**src/rtl/mips_pkg.sv**
```systemverilog
// mips_pkg: shared opcode, state and control-field encodings for the multicycle MIPS sequencer.
package mips_pkg;
    typedef enum logic [5:0] {
        OP_RTYPE = 6'h00,
        OP_JMP   = 6'h02,
        OP_BEQ   = 6'h04,
        OP_ADDI  = 6'h08,
        OP_LW    = 6'h23,
        OP_SW    = 6'h2B
    } opcode_e;
    typedef enum logic [3:0] {
        S_FETCH, S_DECODE, S_MEMADR, S_MEMRD, S_MEMWB, S_MEMWR, S_EXEC,
        S_ALUWB, S_ADDIEX, S_ADDIWB, S_BRANCH, S_JUMP, S_FAULT
    } state_e;
    localparam logic [1:0] ALUOP_FUNCT = 2'b00;
    localparam logic [1:0] ALUOP_ADD   = 2'b01;
    localparam logic [1:0] ALUOP_SUB   = 2'b10;
    localparam logic [1:0] ALUOP_JMP   = 2'b11;
    localparam logic [1:0] SRCB_RT     = 2'b00;
    localparam logic [1:0] SRCB_4      = 2'b01;
    localparam logic [1:0] SRCB_IMM    = 2'b10;
    localparam logic [1:0] SRCB_IMMSH  = 2'b11;
    localparam logic [1:0] PCSRC_ALU   = 2'b00;
    localparam logic [1:0] PCSRC_OUT   = 2'b01;
    localparam logic [1:0] PCSRC_JUMP  = 2'b10;
endpackage

```
**src/rtl/multicycle_ctrl_if.sv**
```systemverilog
// multicycle_ctrl_if: shared instruction/data memory request/ready handshake.
interface multicycle_ctrl_if;
    logic mem_req;
    logic mem_ready;
    logic IorD;
    logic MemWrite;
    modport master(output mem_req, IorD, MemWrite, input mem_ready);
    modport slave(input mem_req, IorD, MemWrite, output mem_ready);
endinterface

```
**src/rtl/mem_wait_timer.sv**
```systemverilog
// mem_wait_timer: counts memory wait cycles; expired once MEM_TIMEOUT-1 waits have elapsed.
module mem_wait_timer #(
    parameter int MEM_TIMEOUT = 16
) (
    input  logic clk,
    input  logic clr,
    input  logic en,
    output logic expired
);
    localparam int W = $clog2(MEM_TIMEOUT);
    logic [W-1:0] count;
    always_ff @(posedge clk) begin
        if (clr) count <= '0;
        else if (en) count <= count + W'(1);
    end
    assign expired = count == W'(MEM_TIMEOUT - 1);
endmodule

```
**src/rtl/multicycle_ctrl.sv**
```systemverilog
// multicycle_ctrl: multicycle MIPS control FSM with memory wait timeout and retire tracking.
module multicycle_ctrl
    import mips_pkg::*;
#(
    parameter int MEM_TIMEOUT = 16,
    parameter int RETIRE_W    = 32
) (
    input  logic                clk,
    input  logic                rst,
    input  logic [5:0]          opcode,
    input  logic                zero,
    multicycle_ctrl_if.master   mem,
    output logic                IRWrite,
    output logic                PCWrite,
    output logic                Branch,
    output logic                pc_en,
    output logic [1:0]          PCSrc,
    output logic                ALUSrcA,
    output logic [1:0]          ALUSrcB,
    output logic [1:0]          ALUOp,
    output logic                RegDst,
    output logic                MemToReg,
    output logic                RegWrite,
    output logic                instr_retired,
    output logic [RETIRE_W-1:0] retired_count,
    output logic                illegal_op,
    output logic                fault,
    output logic [3:0]          state_o
);
    state_e state, next;
    logic expired, mem_state;
    logic [RETIRE_W-1:0] count_q;
    assign mem_state = state inside {S_FETCH, S_MEMRD, S_MEMWR};
    // Completing or leaving an access restarts the count, so every entry sees zero.
    mem_wait_timer #(.MEM_TIMEOUT(MEM_TIMEOUT)) u_timer (
        .clk(clk),
        .clr(rst | !mem_state | mem.mem_ready),
        .en(mem_state),
        .expired(expired)
    );
    always_ff @(posedge clk) begin
        if (rst) begin
            state   <= S_FETCH;
            count_q <= '0;
        end else begin
            state   <= next;
            count_q <= instr_retired ? count_q + RETIRE_W'(1) : count_q;
        end
    end
    assign retired_count = rst ? '0 : count_q;
    assign state_o = rst ? 4'd0 : state;
    always_comb begin
        next = state;
        mem.mem_req = 1'b0;
        mem.IorD = 1'b0;
        mem.MemWrite = 1'b0;
        IRWrite = 1'b0;
        PCWrite = 1'b0;
        Branch = 1'b0;
        PCSrc = PCSRC_ALU;
        ALUSrcA = 1'b0;
        ALUSrcB = SRCB_RT;
        ALUOp = ALUOP_FUNCT;
        RegDst = 1'b0;
        MemToReg = 1'b0;
        RegWrite = 1'b0;
        instr_retired = 1'b0;
        illegal_op = 1'b0;
        fault = 1'b0;
        if (!rst) case (state)
            S_FETCH: begin
                mem.mem_req = 1'b1;
                ALUSrcB = SRCB_4;
                ALUOp = ALUOP_ADD;
                IRWrite = mem.mem_ready;
                PCWrite = mem.mem_ready;
                next = mem.mem_ready ? S_DECODE : expired ? S_FAULT : S_FETCH;
            end
            S_DECODE: begin
                ALUSrcB = SRCB_IMMSH;
                ALUOp = ALUOP_ADD;
                case (opcode)
                    OP_LW, OP_SW: next = S_MEMADR;
                    OP_RTYPE:     next = S_EXEC;
                    OP_ADDI:      next = S_ADDIEX;
                    OP_BEQ:       next = S_BRANCH;
                    OP_JMP:       next = S_JUMP;
                    default: begin
                        next = S_FETCH;
                        illegal_op = 1'b1;
                    end
                endcase
            end
            S_MEMADR: begin
                ALUSrcA = 1'b1;
                ALUSrcB = SRCB_IMM;
                ALUOp = ALUOP_ADD;
                next = opcode == OP_SW ? S_MEMWR : S_MEMRD;
            end
            S_MEMRD: begin
                mem.mem_req = 1'b1;
                mem.IorD = 1'b1;
                next = mem.mem_ready ? S_MEMWB : expired ? S_FAULT : S_MEMRD;
            end
            S_MEMWB: begin
                RegWrite = 1'b1;
                MemToReg = 1'b1;
                instr_retired = 1'b1;
                next = S_FETCH;
            end
            S_MEMWR: begin
                mem.mem_req = 1'b1;
                mem.IorD = 1'b1;
                mem.MemWrite = 1'b1;
                instr_retired = mem.mem_ready;
                next = mem.mem_ready ? S_FETCH : expired ? S_FAULT : S_MEMWR;
            end
            S_EXEC: begin
                ALUSrcA = 1'b1;
                next = S_ALUWB;
            end
            S_ALUWB: begin
                RegWrite = 1'b1;
                RegDst = 1'b1;
                instr_retired = 1'b1;
                next = S_FETCH;
            end
            S_ADDIEX: begin
                ALUSrcA = 1'b1;
                ALUSrcB = SRCB_IMM;
                ALUOp = ALUOP_ADD;
                next = S_ADDIWB;
            end
            S_ADDIWB: begin
                RegWrite = 1'b1;
                instr_retired = 1'b1;
                next = S_FETCH;
            end
            S_BRANCH: begin
                ALUSrcA = 1'b1;
                ALUOp = ALUOP_SUB;
                Branch = 1'b1;
                PCSrc = PCSRC_OUT;
                instr_retired = 1'b1;
                next = S_FETCH;
            end
            S_JUMP: begin
                PCWrite = 1'b1;
                PCSrc = PCSRC_JUMP;
                ALUOp = ALUOP_JMP;
                instr_retired = 1'b1;
                next = S_FETCH;
            end
            default: fault = 1'b1;
        endcase
        pc_en = PCWrite | (Branch & zero);
    end
endmodule

```
**src/flat_wrapper.sv**
```systemverilog
// flat-port wrapper written by rule: the top's interface ports become plain ports
module multicycle_ctrl_flat import mips_pkg::*;
#(
    parameter int MEM_TIMEOUT = 16,
    parameter int RETIRE_W    = 32
)
  (clk, rst, opcode, zero, IRWrite, PCWrite, Branch, pc_en, PCSrc, ALUSrcA, ALUSrcB, ALUOp, RegDst, MemToReg, RegWrite, instr_retired, retired_count, illegal_op, fault, state_o, mem_mem_req, mem_IorD, mem_MemWrite, mem_mem_ready);
  multicycle_ctrl_if mem_i ();
  input  logic clk;
  input  logic rst;
  input  logic [5:0] opcode;
  input  logic zero;
  output logic IRWrite;
  output logic PCWrite;
  output logic Branch;
  output logic pc_en;
  output logic [1:0] PCSrc;
  output logic ALUSrcA;
  output logic [1:0] ALUSrcB;
  output logic [1:0] ALUOp;
  output logic RegDst;
  output logic MemToReg;
  output logic RegWrite;
  output logic instr_retired;
  output logic [RETIRE_W-1:0] retired_count;
  output logic illegal_op;
  output logic fault;
  output logic [3:0] state_o;
  output wire logic [$bits(mem_i.mem_req)-1:0] mem_mem_req;
  output wire logic [$bits(mem_i.IorD)-1:0] mem_IorD;
  output wire logic [$bits(mem_i.MemWrite)-1:0] mem_MemWrite;
  input wire logic [$bits(mem_i.mem_ready)-1:0] mem_mem_ready;
  assign mem_mem_req = mem_i.mem_req;
  assign mem_IorD = mem_i.IorD;
  assign mem_MemWrite = mem_i.MemWrite;
  assign mem_i.mem_ready = mem_mem_ready;
  multicycle_ctrl #(.MEM_TIMEOUT(MEM_TIMEOUT), .RETIRE_W(RETIRE_W)) u_core (.clk(clk), .rst(rst), .opcode(opcode), .zero(zero), .mem(mem_i), .IRWrite(IRWrite), .PCWrite(PCWrite), .Branch(Branch), .pc_en(pc_en), .PCSrc(PCSrc), .ALUSrcA(ALUSrcA), .ALUSrcB(ALUSrcB), .ALUOp(ALUOp), .RegDst(RegDst), .MemToReg(MemToReg), .RegWrite(RegWrite), .instr_retired(instr_retired), .retired_count(retired_count), .illegal_op(illegal_op), .fault(fault), .state_o(state_o));
endmodule
```
**config.mk**
```make
export PLATFORM = sky130hd
export DESIGN_NAME = multicycle_ctrl_flat
export DESIGN_NICKNAME = d
export VERILOG_FILES = /design/src/rtl/mips_pkg.sv /design/src/rtl/multicycle_ctrl_if.sv /design/src/rtl/mem_wait_timer.sv /design/src/rtl/multicycle_ctrl.sv /design/src/flat_wrapper.sv
export SDC_FILE = /design/constraint.sdc
export NUM_CORES = 1
export LEC_CHECK = 0
export BUFFER_PORTS_ARGS = -buffer_cell sky130_fd_sc_hd__buf_2
export CAP_MARGIN = 10
export CORE_MARGIN = 2
export CORE_UTILIZATION = 53
export CTS_CLUSTER_DIAMETER = 120
export CTS_CLUSTER_SIZE = 10
export DETAILED_ROUTE_END_ITERATION = 6
export PLACE_DENSITY = 0.85
export SLEW_MARGIN = 20
export SYNTH_ARGS = -nofsm -noshare
export SYNTH_HDL_FRONTEND = slang
export SYNTH_HIERARCHICAL = 1
export SYNTH_SLANG_ARGS = --single-unit
```
**constraint.sdc**
```tcl
create_clock -name clk -period 2.2 [get_ports clk]
set_input_delay 0.44 -clock clk [delete_from_list [all_inputs] [get_ports clk]]
set_output_delay 0.44 -clock clk [all_outputs]
set_load 0.1 [all_outputs]
```
==> qor.csv, run 1 <==
metric,value,unit
share of layout cells above drive strength 1,45.06,%
Synth area leaders,"dfxtp_1 31%, nor2b_1 8.4%, o21ai_0 4.8%",
worst path cell trace,buf_6 > ha_4 > nor2b_4 > or3_4 > buf_4 > nand4_1 > or4_4 > a21oi_2,
reg2reg end,u_core/count_q[30],
Critical path origin,u_core/state[2],
post-layout util,95.13,%
Synth area leader,dfxtp_1,
r2r worst-path depth,8,
Vias,3593,
Pins Over Slew Limit,0,
ANT cells,0,
Die H,74.28,microns
Die Area,5517,sq um
Leak,1.684,nW
violated checks,"DRC, setup timing",
nets@finish,450,
top cell type's share of synthesized area,30.59,%
# DRC,19,
HP Class,in2reg,
"Avg Cell Area, Syn",7.565,sq um
Critical Path RT,2.43,ns
worst slew pin tran,0.6456,ns
"Seq/Total Area, Yosys",30.59,%
number of setup violations in the final report,20,
distinct cell type count of the synthesized netlist,52,
maxcap violations,0,
WP data arrival,2.69,ns
DRT Pass-1 Iters,7,
DR iter-0 viols,601,
largest net degree at the start of global routing,35,
vias in the first global route,3279,
Placer Congestion,0.9622,
clk root buf,clkbuf_8,
Post-synth EDFFs,0,
# clock sinks,40,
Final WS setup,-0.2542,ns
asr flop ratio synth,0,%
global-route wire length before repair,17.13,mm
CORE AREA,4755,sq um
CP max stage cell,or4_4,
Total GRT Usage,40.72,%
clock latency on the worst-skew pair,0.31,ns
row count,25,
Layout area overhead,72.80,%
Worst-path clk slew,0.09,ns
Via-to-Cell Ratio,7.157,
Worst Setup End Kind,register,
Period minus WS final,2.454,ns
slowest cell delay on critical path,0.68,ns
skew final,0.01003,ns
Synth Net Count,362,
num ports,66,
PD cells,929.3,nW/um^2
startpoint types,register,
chip width,74.28,microns
final hold violations,0,
wire length per cell,26.15,microns
Worst slew margin,56.87,%
Initial Util,55.05,%
period utilization,111.6,%
antenna violations before repair,0,
Peak VDD IR,1.053,mV
most frequent cells in the layout,"42 x buf_12, 36 x dfxtp_1, 34 x buf_4",
Max clock buf depth,2,
Netlist Area Pre-Place,2618,sq um
"reg-to-reg slack, setup",-0.25,ns
Num CTS Buffers,5,
Post-Layout Inst Area,4523,sq um
Placement Cell Area,4140,sq um
end of the critical path,u_core/count_q[30],
Post-synth top flop,dfxtp_1,
htree depth,2,
drt total wl,13.13,mm
Port Buffers,65,
"most common cell after layout, fill and taps aside",buf_12,
critical path class,reg2reg,
Final HPWL DP,6.499,mm
CTS tree,yes,
fill count,124,
status,"complete, but fails checks",
fmax,407.5,MHz
RSZ-0062 raised after global routing,true,
Synth Warn #,6,
cts hold-fix bufs,0,
register bit total from synthesis,40,
Syn Inst Count,346,
"critical path fanouts, max",5,
r2r startpoint,u_core/state[2],
Routed Antenna Nets,0,
gr ovfl total,0,
hold slack final,0.4666,ns
## registers in the layout, summed over array words and instances, names as in the netlist
register	flops
u_core/u_timer/count	4
u_core/count_q	32
u_core/state	4
## cell type report
cell class	instances	area [sq um]	area share, %
flip-flops and latches	40	810.8	17.93
repair buffers	101	1234	27.28
clock buffers	5	68.82	1.521
inverters	11	48.80	1.079
clock inverters	3	90.09	1.992
multi-input cells	275	2187	48.35
well taps	67	83.83	1.853
## stage by stage
step	std cells	setup WS, ns	setup TNS (ns)	power (mW)
after CTS	496	-0.001968	-0.003509	3.894
after global placement	482	0.02659	0	2.749
after detailed placement	482	-0.05871	-0.05871	2.806
final	502	-0.2542	-1.862	4.203
after floorplan	346	-0.4700	-4.404	2.282
after global routing	502	-0.2306	-1.709	4.254
## logic make-up after synthesis
logic type	Yosys count	synth area share (%)
xor+xnor	12	4.015
fa+ha+maj	6	2.868
compound gates	72	16.35
flops	40	30.59
simple gates	181	39.39
mux	4	1.960
buf+inv	31	4.828
## layer usage
metal	GRT usage [%]	vias up	wire (microns)
li1	-	1417	-
met1	47.97	1652	4451
met2	69.84	389	5942
met3	9.214	135	1647
met4	20.04	0	1088
met5	0	-	0
## worst min-delay path by stage
stage                                   from            endpoint  slack (ns)  cells after the start
after floorplan           u_core/count_q[31]  u_core/count_q[31]        0.45                      2
after global placement    u_core/count_q[31]  u_core/count_q[31]        0.47                      2
after detailed placement  u_core/count_q[20]  u_core/count_q[20]        0.48                      2
after CTS                          opcode[1]     u_core/state[0]        0.45                      3
after global routing               opcode[1]     u_core/state[0]        0.46                      3
final                              opcode[1]     u_core/state[0]        0.47                      3
## critical path: cells and delay by family, from the launching register on
family	cells	cell delay (ns)
AO/OA/AOI/OAI	1	0.16
adder cells (fa/ha/maj)	1	0.16
buffers and inverters	2	0.25
flip-flops	1	0.39
AND/OR/NAND/NOR	4	1.41
## cell usage after synthesis, types with 2 or more instances
| cell | instances |
|---|---|
| a211oi_1 | 3 |
| nor2_1 | 33 |
| xor2_1 | 10 |
| and3_1 | 4 |
| mux2_4 | 2 |
| o221ai_1 | 2 |
| nor4_1 | 4 |
| a21oi_1 | 24 |
| or4_1 | 8 |
| dfxtp_1 | 40 |
| nor2b_1 | 35 |
| nand3b_1 | 3 |
| o21ai_0 | 25 |
| or3_1 | 16 |
| buf_2 | 5 |
| clkbuf_1 | 13 |
| o31ai_1 | 3 |
| nor4b_1 | 2 |
| xnor2_1 | 2 |
| and2_1 | 3 |
| a21o_1 | 3 |
| nand4_1 | 11 |
| nand2_1 | 26 |
| nor3_1 | 9 |
| ha_1 | 6 |
| a31oi_1 | 3 |
| nand3_1 | 12 |
| nor3b_1 | 4 |
| inv_1 | 10 |
| nand2b_1 | 2 |
| or2_2 | 2 |
## what timing repair did
action | CTS | global route
gates resized for setup | 23 | 11
endpoints found under the setup margin | 9 | 22
pin swaps | 5 | 10
setup buffers | 6 | 7
cloned | 0 | 0
## power by group
part           switching [mW]  leakage [nW]  total, mW  internal (mW)
Combinational            1.59          1.28       2.50          0.919
Clock                   0.297        0.0784      0.865          0.568
Sequential             0.0651         0.325      0.834          0.769
Power figures use the tool's default switching activity.
==> run 2, diff against run 1 <==
--- a/config.mk
+++ b/config.mk
@@ -12,6 +12,7 @@
 export CTS_CLUSTER_DIAMETER = 120
 export CTS_CLUSTER_SIZE = 10
 export DETAILED_ROUTE_END_ITERATION = 6
+export MAX_ROUTING_LAYER = met4
 export PLACE_DENSITY = 0.85
 export SLEW_MARGIN = 20
 export SYNTH_ARGS = -nofsm -noshare
==> run 2 against run 1 <==
Net effect:
- the flow still finishes with violations (DRC, setup timing)
- sequential power is 1% higher
- critical path depth down 2
- clock skew fell by 0.0013 ns
- sequential share of layout area shrank 0.094 points
- power is 3.2% lower
- critical path type unchanged
- critical endpoint is now u_core/count_q[31]
- largest cell class unchanged
- highest routed layer unchanged
==> qor.csv, run 2 (synthesized netlist as in run 1, its figures left out) <==
metric,value,unit
switching part of the total,49.01,%
drt total wl,12.83,mm
period utilization,108.7,%
critical path class,reg2reg,
Total GRT Usage,39.07,%
Pins Over Slew Limit,0,
wire length per cell,25.06,microns
PD cells,895.2,nW/um^2
RSZ-0062 raised after global routing,true,
most crowded layer after global routing,met2,
Placer Congestion,0.9705,
Peak VDD IR,1.376,mV
Worst slew margin,59.90,%
WP data arrival,2.61,ns
Clock power frac,15.2,%
clk root buf,clkbuf_8,
skew final,0.008747,ns
met3 Use GR,6.098,%
# DRC,1,
Port Buffers,65,
multi-input combinational cell area,2182,sq um
CORE AREA,4755,sq um
Period minus WS final,2.391,ns
# clock sinks,40,
worst path cell trace,nand4b_1 > nor3_1 > buf_4 > nand4_1 > or4_1 > a21oi_1,
Final HPWL DP,6.397,mm
fill count,118,
global-route wire length before repair,16.03,mm
Regs by FF count,"u_core/count_q (32), u_core/state (4), u_core/u_timer/count (4)",
Max clock buf depth,2,
ANT cells,0,
Routed Antenna Nets,0,
met1 GRT Util,47.16,%
Final WS setup,-0.1915,ns
antenna violations before repair,0,
CP max stage cell,or4_1,
Worst-path clk slew,0.09,ns
power share of the sequential group,20.7,%
Vias,3643,
Leak,1.699,nW
gr ovfl total,0,
number of setup violations in the final report,19,
Die Area,5517,sq um
row count,25,
Via-to-Cell Ratio,7.115,
violated checks,"DRC, setup timing",
"most common cell after layout, fill and taps aside",buf_4,
Largest register FFs,32,
Layout area overhead,73.71,%
largest net degree at the start of global routing,20,
worst slew pin tran,0.5961,ns
"reg-to-reg slack, setup",-0.19,ns
DR iter-0 viols,682,
hold slack final,0.4786,ns
largest reg by FF count,u_core/count_q,
clock latency on the worst-skew pair,0.30,ns
slowest cell delay on critical path,0.60,ns
status,"complete, but fails checks",
Power Internal,2.076,mW
htree depth,2,
startpoint types,register,
most frequent cells in the layout,"43 x buf_4, 41 x buf_12, 36 x dfxtp_1",
cts hold-fix bufs,0,
DRT Pass-1 Iters,7,
power consumption,4.070,mW
vias in the first global route,3137,
fmax,418.1,MHz
Critical Path RT,2.42,ns
CTS tree,yes,
Initial Util,55.05,%
share of layout cells above drive strength 1,46.07,%
Sw Pwr,1.995,mW
Seq. cell area,810.8,sq um
Die H,74.28,microns
HP Class,in2reg,
final hold violations,0,
chip width,74.28,microns
Worst Setup End Kind,register,
"critical path fanouts, max",7,
Num CTS Buffers,5,
GR Layer Usage met2,63.69,%
maxcap violations,0,
nets@finish,460,
num ports,66,
Combinational Power Share,64.1,%
==> run 2: cell types whose count changed in the layout (fill, tap and decap cells not counted), sizes merged <==
| cell | before | now |
|---|---|---|
| buf | 101 | 111 |
| bufinv | 3 | 1 |
| clkinvlp | 0 | 2 |
==> run 2: critical path, delay by kind of cell (launching register included) <==
kind / cells / cell delay (ns)
simple gates: 4 / 1.39
buf+inv: 1 / 0.21
flops: 1 / 0.49
compound gates: 1 / 0.21
==> run 2: cell type report <==
class | count | share of cell area [%]
multi-input cells | 275 | 47.99
repair buffers | 111 | 28.67
flip-flops and latches | 40 | 17.83
well taps | 67 | 1.844
clock buffers | 5 | 1.513
inverters | 11 | 1.211
clock inverters | 3 | 0.9356
==> run 2: power by group through the flow <==
stage	registers (mW)	clock network [mW]	logic (mW)
2_1_floorplan	0.803	0	1.48
3_3_place_gp	0.818	0	1.93
3_5_place_dp	0.823	0	2.01
4_1_cts	0.823	0.607	2.21
5_1_grt	0.841	0.642	2.65
6_report	0.842	0.620	2.61
==> run 2: worst paths after layout <==
| path | startpoint | endpoint | cells past startpoint |
|---|---|---|---|
| max reg2reg | u_core/count_q[14] | u_core/count_q[31] | 6 |
| min reg2reg | u_core/count_q[30] | u_core/count_q[30] | 2 |
| max | u_core/count_q[14] | u_core/count_q[31] | 6 |
| min | rst | u_core/count_q[14] | 2 |
==> run 2: per-stage QoR <==
stage          instance area [sq um]  setup TNS [ns]  utilization (%)  instances  worst slack [ns]
2_1_floorplan                   3151          -4.404                -        346           -0.4700
3_3_place_gp                    4150               0            87.29        485           0.02859
3_5_place_dp                    4150        -0.03536            87.29        485          -0.03536
4_1_cts                         4413       -0.006009            92.82        500         -0.005875
5_1_grt                         4547          -1.984            95.63        512           -0.1950
6_report                        4547          -1.263            95.63        512           -0.1915
==> run 2: routing by layer <==
metal,wire (microns),share of wire (%)
met1,4324,34
met2,5882,46
met3,1369,11
met4,1255,9.8
met5,0,0
==> run 2: what timing repair did <==
| action | in CTS | in global routing |
|---|---|---|
| setup endpoints to repair | 9 | 12 |
| buffers inserted | 7 | 12 |
| pin swaps | 5 | 9 |
| gates resized for setup | 25 | 10 |
==> run 3, diff against run 2 <==
--- a/config.mk
+++ b/config.mk
@@ -7,7 +7,7 @@
 export LEC_CHECK = 0
 export BUFFER_PORTS_ARGS = -buffer_cell sky130_fd_sc_hd__buf_2
 export CAP_MARGIN = 10
-export CORE_MARGIN = 2
+export CORE_MARGIN = 8
 export CORE_UTILIZATION = 53
 export CTS_CLUSTER_DIAMETER = 120
 export CTS_CLUSTER_SIZE = 10
==> constraint.sdc (replaced) <==
create_clock -name clk -period 2.2 [get_ports clk]
set_input_delay 0.44 -clock clk [delete_from_list [all_inputs] [get_ports clk]]
set_output_delay 0.44 -clock clk [all_outputs]
set_load 0.01 [all_outputs]
==> run 3 against run 2 <==
Net effect:
- the run now ends clean
- clock skew fell by 0.0062 ns
- register-to-register slack improved by 0.32 ns
- sequential cell count did not move
- utilization fell by 26 points
- die area rose by 35%
- combinational power fell by 52%
- clock-buffer cell count rose by 2
- power fell by 37%
==> qor.csv, run 3 (synthesized netlist as in run 1, its figures left out) <==
metric,value,unit
Period minus WS final,2.166,ns
clk root buf,clkbuf_8,
period utilization,98.43,%
largest net degree at the start of global routing,30,
Via-to-Cell Ratio,5.743,
largest reg by FF count,u_core/count_q,
multi-input combinational cell area,1794,sq um
worst slew pin tran,0.3557,ns
antenna violations before repair,0,
Critical Path RT,1.76,ns
clock latency on the worst-skew pair,0.29,ns
Worst Setup End Kind,output pin,
Die H,86.28,microns
skew final,0.002502,ns
"most common cell after layout, fill and taps aside",buf_2,
"critical path fanouts, max",5,
CP max stage cell,dfxtp_4,
power consumption,2.577,mW
nets@finish,435,
vias in the first global route,2693,
chip width,86.28,microns
Regs by FF count,"u_core/count_q (32), u_core/state (4), u_core/u_timer/count (4)",
startpoint types,register,
ANT cells,0,
gr ovfl total,0,
Seq. cell area,809.5,sq um
fmax,461.8,MHz
Peak VDD IR,0.6411,mV
status,"complete, no violations",
HP Class,reg2reg,
RSZ-0062 raised after global routing,true,
Worst slew margin,76.11,%
PD cells,773.8,nW/um^2
Largest register FFs,32,
critical path class,reg2out,
most frequent cells in the layout,"65 x buf_2, 37 x dfxtp_1, 32 x nor2b_1, 32 x nor2_1",
"reg-to-reg slack, setup",0.13,ns
CTS tree,yes,
Vias,2797,
share of layout cells above drive strength 1,30.00,%
Num CTS Buffers,5,
# clock sinks,40,
Worst-path clk slew,0.08,ns
hold path depth,2,
slowest cell delay on critical path,0.36,ns
Leak,1.417,nW
Die Area,7443,sq um
Placer Congestion,0.9817,
worst path cell trace,buf_6 > ha_4 > nor2b_4 > or3_4 > nand2_4 > nor2_2 > buf_2,
Routed Antenna Nets,0,
# DRC,0,
DR iter-0 viols,187,
Final HPWL DP,5.164,mm
maxcap violations,0,
Total GRT Usage,19.77,%
WP data arrival,1.73,ns
global-route wire length before repair,11.93,mm
r2r worst-path depth,8,
num ports,66,
final hold violations,0,
DRT Pass-1 Iters,4,
htree depth,2,
Initial Util,55.05,%
CORE AREA,4755,sq um
fill count,405,
Layout area overhead,27.25,%
number of setup violations in the final report,0,
drt total wl,7.228,mm
Port Buffers,65,
row count,25,
Max clock buf depth,2,
wire length per cell,14.84,microns
post-layout util,70.05,%
Pins Over Slew Limit,0,
==> run 3: through the flow <==
step	area, sq um	setup TNS, ns	hold slack (ns)	setup WS [ns]	std cells
floorplan	2618	0	0.4489	0.1416	346
global placement	3082	0	0.4633	0.08651	475
detailed placement	3082	0	0.4710	0.01395	475
CTS	3263	0	0.4817	0.02423	487
global route	3331	-0.01041	0.5175	-0.01041	487
finish	3331	0	0.4889	0.03447	487
==> run 3: timing repair <==
action | in CTS | in global routing
buffers inserted | 4 | 0
resized for setup | 15 | 18
cloned | 0 | 0
pin swaps | 1 | 3
hold buffers | 0 | 0
endpoints found under the setup margin | 6 | 5
==> run 3: worst paths after layout <==
path | start | end
worst max-delay path | u_core/state[2] | instr_retired
worst min-delay path | u_core/count_q[31] | u_core/count_q[31]
worst max register to register | u_core/state[2] | u_core/count_q[28]
worst min register to register | u_core/count_q[31] | u_core/count_q[31]
==> run 3: final cells by class <==
class / instances / area share [%]
multi-input combinational: 275 / 53.87
sequential: 40 / 24.31
timing repair buffer: 86 / 14.99
clock buffer: 7 / 2.592
tap: 67 / 2.517
inverter: 11 / 1.503
clock inverter: 1 / 0.2254
==> run 3: metal layers <==
metal	wire length, microns	track usage [%]	vias up	part of all wire (%)
met3	435	4.537	18	6.0
met5	0	-	-	0
met4	175	7.825	0	2.4
met1	3108	22.43	1287	43
met2	3508	33.03	105	49
li1	-	-	1387	-
==> run 3: worst max-delay path, delay by kind of cell, from the launching register on <==
family                     cells  cell delay [ns]
adders and majority gates      1             0.17
buffers and inverters          2             0.27
DFF                            1             0.36
and+or+nand+nor                4             0.63
==> run 3: where the power goes <==
group          internal (mW)  switching [mW]  total (mW)
combinational          0.583           0.667        1.25
clock                  0.255           0.256       0.511
sequential             0.767          0.0492       0.816
total                   1.60           0.973        2.58
